**config.mk**
```make
export PLATFORM = sky130hd
export DESIGN_NAME = legv8_regfile_mp
export DESIGN_NICKNAME = d
export VERILOG_FILES = /design/src/rtl/legv8_pkg.sv /design/src/rtl/legv8_regfile_clr.sv /design/src/rtl/legv8_regfile_mp.sv
export SDC_FILE = /design/constraint.sdc
export NUM_CORES = 2
export LEC_CHECK = 0
export ABC_AREA = 1
export BUFFER_PORTS_ARGS = -buffer_cell sky130_fd_sc_hd__buf_4
export CAP_MARGIN = 20
export CELL_PAD_IN_SITES_DETAIL_PLACEMENT = 1
export CELL_PAD_IN_SITES_GLOBAL_PLACEMENT = 2
export CORE_MARGIN = 8
export CORE_UTILIZATION = 25
export DETAILED_ROUTE_END_ITERATION = 7
export PLACE_DENSITY_LB_ADDON = 0.1
export SKIP_LAST_GASP = 1
export SYNTH_ARGS = -nofsm -noshare
export SYNTH_HDL_FRONTEND = slang
export SYNTH_HIERARCHICAL = 1
export SYNTH_SLANG_ARGS = --single-unit
```
**constraint.sdc**
```tcl
create_clock -name clk -period 4.5 [get_ports clk]
set_clock_uncertainty 0.2 [all_clocks]
set_input_delay 0 -clock clk [delete_from_list [all_inputs] [get_ports clk]]
set_output_delay 0 -clock clk [all_outputs]
set_load 0.05 [all_outputs]
```
**src/rtl/legv8_pkg.sv**
```systemverilog
// Shared constants, state encoding and XZR helper for the LEGv8 register file.
// Pure definitions: no logic, no latency, no flow control.
package legv8_pkg;

  localparam int DATA_W_DEF = 64;
  localparam int NREGS_DEF  = 32;

  typedef enum logic {INIT, RUN} rf_state_e;

  function automatic int xzr_idx(input int nregs);
    return nregs - 1;
  endfunction

endpackage

```
**src/rtl/legv8_regfile_clr.sv**
```systemverilog
// Clear sequencer: zeroes entries 0..NREGS-2 one per cycle after reset, then idles in RUN.
// Latency NREGS-1 cycles from reset release; no backpressure, it always advances.
module legv8_regfile_clr
  import legv8_pkg::*;
#(
  parameter int NREGS = NREGS_DEF,
  parameter int AW    = $clog2(NREGS)
) (
  input  logic          clk,
  input  logic          rst,
  output logic          clr_we,
  output logic [AW-1:0] clr_addr,
  output logic          init_busy
);

  localparam logic [AW-1:0] LAST_IDX = AW'(NREGS - 2);

  rf_state_e     r_state;
  rf_state_e     w_state_nxt;
  logic [AW-1:0] r_cnt;
  logic [AW-1:0] w_cnt_nxt;

  always_ff @(posedge clk or posedge rst) begin
    if (rst) begin
      r_state <= INIT;
      r_cnt   <= '0;
    end else begin
      r_state <= w_state_nxt;
      r_cnt   <= w_cnt_nxt;
    end
  end

  // XZR is never stored, so the sweep stops one short of the top index.
  always_comb begin
    w_state_nxt = r_state;
    w_cnt_nxt   = r_cnt;
    clr_we      = 1'b0;
    clr_addr    = r_cnt;
    init_busy   = 1'b0;
    if (r_state == INIT) begin
      clr_we    = 1'b1;
      init_busy = 1'b1;
      w_cnt_nxt = r_cnt + AW'(1);
      if (r_cnt == LAST_IDX) begin
        w_state_nxt = RUN;
      end
    end
  end

endmodule

```
**src/rtl/legv8_regfile_mp.sv**
```systemverilog
// Multi-read-port LEGv8 register file: registered reads with same-cycle write forwarding, XZR reads 0.
// Read latency 1 cycle; no stalls in RUN, user writes during INIT are dropped and flagged on wr_drop.
module legv8_regfile_mp
  import legv8_pkg::*;
#(
  parameter int DATA_W = DATA_W_DEF,
  parameter int NREGS  = NREGS_DEF,
  parameter int NRD    = 2,
  parameter int AW     = $clog2(NREGS)
) (
  input  logic                  clk,
  input  logic                  rst,
  input  logic                  RegWrite,
  input  logic [AW-1:0]         WR,
  input  logic [DATA_W-1:0]     WD,
  input  logic [NRD-1:0]        RE,
  input  logic [NRD*AW-1:0]     RR,
  output logic [NRD*DATA_W-1:0] RD,
  output logic                  init_busy,
  output logic                  wr_drop
);

  localparam logic [AW-1:0] XZR = AW'(xzr_idx(NREGS));

  logic              w_clr_we;
  logic [AW-1:0]     w_clr_addr;
  logic              w_wr_real;
  logic              w_user_we;
  logic              w_we;
  logic [AW-1:0]     w_waddr;
  logic [DATA_W-1:0] w_wdat;
  logic              r_wr_drop;
  logic [DATA_W-1:0] r_mem [NREGS];

  legv8_regfile_clr #(
    .NREGS (NREGS),
    .AW    (AW)
  ) u_clr (
    .clk       (clk),
    .rst       (rst),
    .clr_we    (w_clr_we),
    .clr_addr  (w_clr_addr),
    .init_busy (init_busy)
  );

  assign w_wr_real = RegWrite && (WR != XZR);
  assign w_user_we = w_wr_real && !init_busy;
  assign w_we      = w_clr_we || w_user_we;
  assign w_waddr   = init_busy ? w_clr_addr : WR;
  assign w_wdat    = init_busy ? '0 : WD;

  // Storage has no reset; the sequencer owns its initial contents.
  always_ff @(posedge clk) begin
    if (w_we) begin
      r_mem[w_waddr] <= w_wdat;
    end
  end

  always_ff @(posedge clk or posedge rst) begin
    if (rst) begin
      r_wr_drop <= 1'b0;
    end else begin
      r_wr_drop <= w_wr_real && init_busy;
    end
  end

  assign wr_drop = r_wr_drop;

  for (genvar p = 0; p < NRD; p++) begin : g_rd
    logic [AW-1:0]     w_rr;
    logic [DATA_W-1:0] r_rd;

    assign w_rr = RR[p*AW +: AW];

    always_ff @(posedge clk or posedge rst) begin
      if (rst) begin
        r_rd <= '0;
      end else if (RE[p]) begin
        if (init_busy || (w_rr == XZR)) begin
          r_rd <= '0;
        end else if (w_user_we && (w_rr == WR)) begin
          r_rd <= WD;
        end else begin
          r_rd <= r_mem[w_rr];
        end
      end
    end

    assign RD[p*DATA_W +: DATA_W] = r_rd;
  end

endmodule

```
==> qor.yml <==
drive_gt1_share_pct: 7.76
dp_slack_ps: 1090
cts_num_sinks: 2183
max_slew_margin_pct: 18.3
ys_warn_count: 6
leakagePower_nw: 49.1
vias: 95777
avgSynthCellArea_um2: 8.91
overflow: 0
cp-end-kind: "flop"
setup_viol: 0
finalSetupTns_ps: 0
portBuffers: 213
synth_xor_area_share_pct: 0.0725
hold_viol: 0
max_freq_ghz: 0.232
synth_compound_area_share_pct: 1.14
grt_pass1_vias: 100574
postCtsResizedCells: 0
required_ps: 5100
place_inst: 17489
drt_iter0_drc: 6987
grt_pass1_wl_mm: 788
synthAdderAreaFrac_pct: 0.0230
dieArea_mm2: 0.456
min_period_ps: 4310
final_common_cell: "nand2_1"
ant_nets: 0
min_path_cells: 6
worstPathArrival_ps: 4920
die_x_um: 675
synth-seq-cells: 2183
worst_slack_ps: 186
drv_slew: 0
yosysSeqAreaShare_pct: 59.7
first_pass_iters: 6
viasPerCell: 5.24
path_clk_slew_ps: 60
rsz0062_at_grt: "false"
status: "finished, final reports clean"
hp-class: "primary input to flop"
utilization_pct: 29.7
synth-simple-area-share_pct: 33.9
grt_max_degree: 155
start_kind: "flop"
cts_buffer_depth: 4
synthMuxAreaShare_pct: 0
dpl.hpwl_mm: 299
postCtsSetupBuffers: 0
synth.distinct_cells: 28
gp_congestion: 0.764
post-route-period-util_pct: 95.9
tritoncts: "built"
worst_pin_slew_ps: 1230
cp_max_fo: 66
maxCapViolCount: 0
cts_hold_buf: 263
start_util_pct: 25.1
clock_latency_ps: 920
core_mm2: 0.434
cts_buffers: 294
worst-setup-path-type: "flop to flop"
drc: 0
reg2reg_depth: 12
syn_inst: 12190
routedWlPerCell_um: 30.7
synth_nets: 12276
h-tree-depth: 5
netlist_area_mm2: 0.109
fin_nets: 12400
synthToLayoutAreaGrowth_pct: 18.4
io_pins: 214
grtUsageTotal_pct: 23.8
die_h_um: 675
rows: 242
cts_root_buffer: "clkbuf_16"
final_cell_mix: "nand2_1, nand3_1, edfxtp_1, buf_4, clkbuf_16"
synth_top_family_by_area: "simple AND/OR/NAND/NOR gates"
power_density_mw_per_mm2: 406
antenna_found_initial: 26
ir_worst_vdd_mv: 0.289
layoutNonFillerInstCount: 18292
wl_mm: 562
[cell type report]
class | count | area (µm²)
Multi-Input combinational cell | 8741 | 38300
Tap cell | 5734 | 7170
Sequential cell | 2183 | 64900
Clock inverter | 131 | 1080
Clock buffer | 400 | 8050
Antenna cell | 9 | 22.5
Fill cell | 49449 | 305000
Inverter | 318 | 1530
Timing Repair Buffer | 776 | 7690
[synthesized netlist by cell type, drive strengths merged]
master  number  area share [%]
nand2     4436              15
nand3     3938              18
edfxtp    2048              57
buf        675             3.1
inv        318             1.1
clkbuf     273            0.94
o21ai      155            0.72
dfrtp      135             3.1
nor2        92            0.32
a21oi       91            0.42
or2          9           0.052
xnor2        7           0.056
nor3         6           0.051
ha           2           0.023
xor2         2           0.016
nand4        1          0.0058
nor4         1          0.0058
o211ai       1          0.0069
[power by group]
group          internal, W  switching, W
logic              0.00168       0.00491
clock network       0.0133       0.00982
registers           0.0224      0.000155
total               0.0374        0.0149
[sequential cells by signal (all words and copies together), names as in the netlist]
| signal | count |
|---|---|
| u_clr/clr_addr | 5 |
| wr_drop | 1 |
| u_clr/r_state | 1 |
| g_rd.r_rd | 128 |
| r_mem | 2048 |
[metrics by stage]
step / instance area (µm²) / hold WS, ps / power [W]
2_1_floorplan: 109000 / -409 / 0.0264
3_3_place_gp: 117000 / -158 / 0.0294
3_5_place_dp: 117000 / -148 / 0.0294
4_1_cts: 129000 / 2.00 / 0.0530
5_1_grt: 129000 / 69.6 / 0.0539
6_report: 129000 / 109 / 0.0523
[critical path: stages, from the launching register on]
cell and delay, ps:
dfrtp_1 480, inv_6 90, nor2_4 140, buf_12 510, nand2_4 170, buf_12 260, o21ai_0 290, dlygate4sd3_1 590
inv_1 40, nand2_1 50, dlygate4sd3_1 550, nand2_1 50, dlygate4sd3_1 540
[cell families (layout without fill, tap and decap cells)]
group                    after synthesis  count (layout)
buffers and inverters               1266            1625
AO/OA/AOI/OAI                        247             247
other                                  0               9
flip-flops                          2183            2183
AND/OR/NAND/NOR                     8483            8483
adder cells (fa/ha/maj)                2               2
XOR/XNOR                               9               9
[per-layer routing]
layer / share of wire (%) / track usage, % / vias up
met3: 4.2 / 2.39 / 829
met4: 3.3 / 7.10 / 2
met2: 48 / 40.9 / 2607
met5: 0.0021 / 0 / -
li1: - / - / 42261
met1: 45 / 31.7 / 50078
[final timing paths]
path | slack, ps | to | startpoint
worst max-delay path | 190 | g_rd[0].r_rd[8]$_DFFE_PP0P_ | u_clr/r_state$_DFF_PP0_
worst min-delay path | 110 | g_rd[0].r_rd[17]$_DFFE_PP0P_ | RR[4]
worst max register to register | 190 | g_rd[0].r_rd[8]$_DFFE_PP0P_ | u_clr/r_state$_DFF_PP0_
worst min register to register | 280 | g_rd[0].r_rd[61]$_DFFE_PP0P_ | g_rd[0].r_rd[61]$_DFFE_PP0P_
max in group asynchronous | 2950 | g_rd[0].r_rd[14]$_DFFE_PP0P_ | rst
min in group asynchronous | 150 | g_rd[1].r_rd[42]$_DFFE_PP0P_ | rst
No activity file was read; power rests on OpenSTA's default activity.
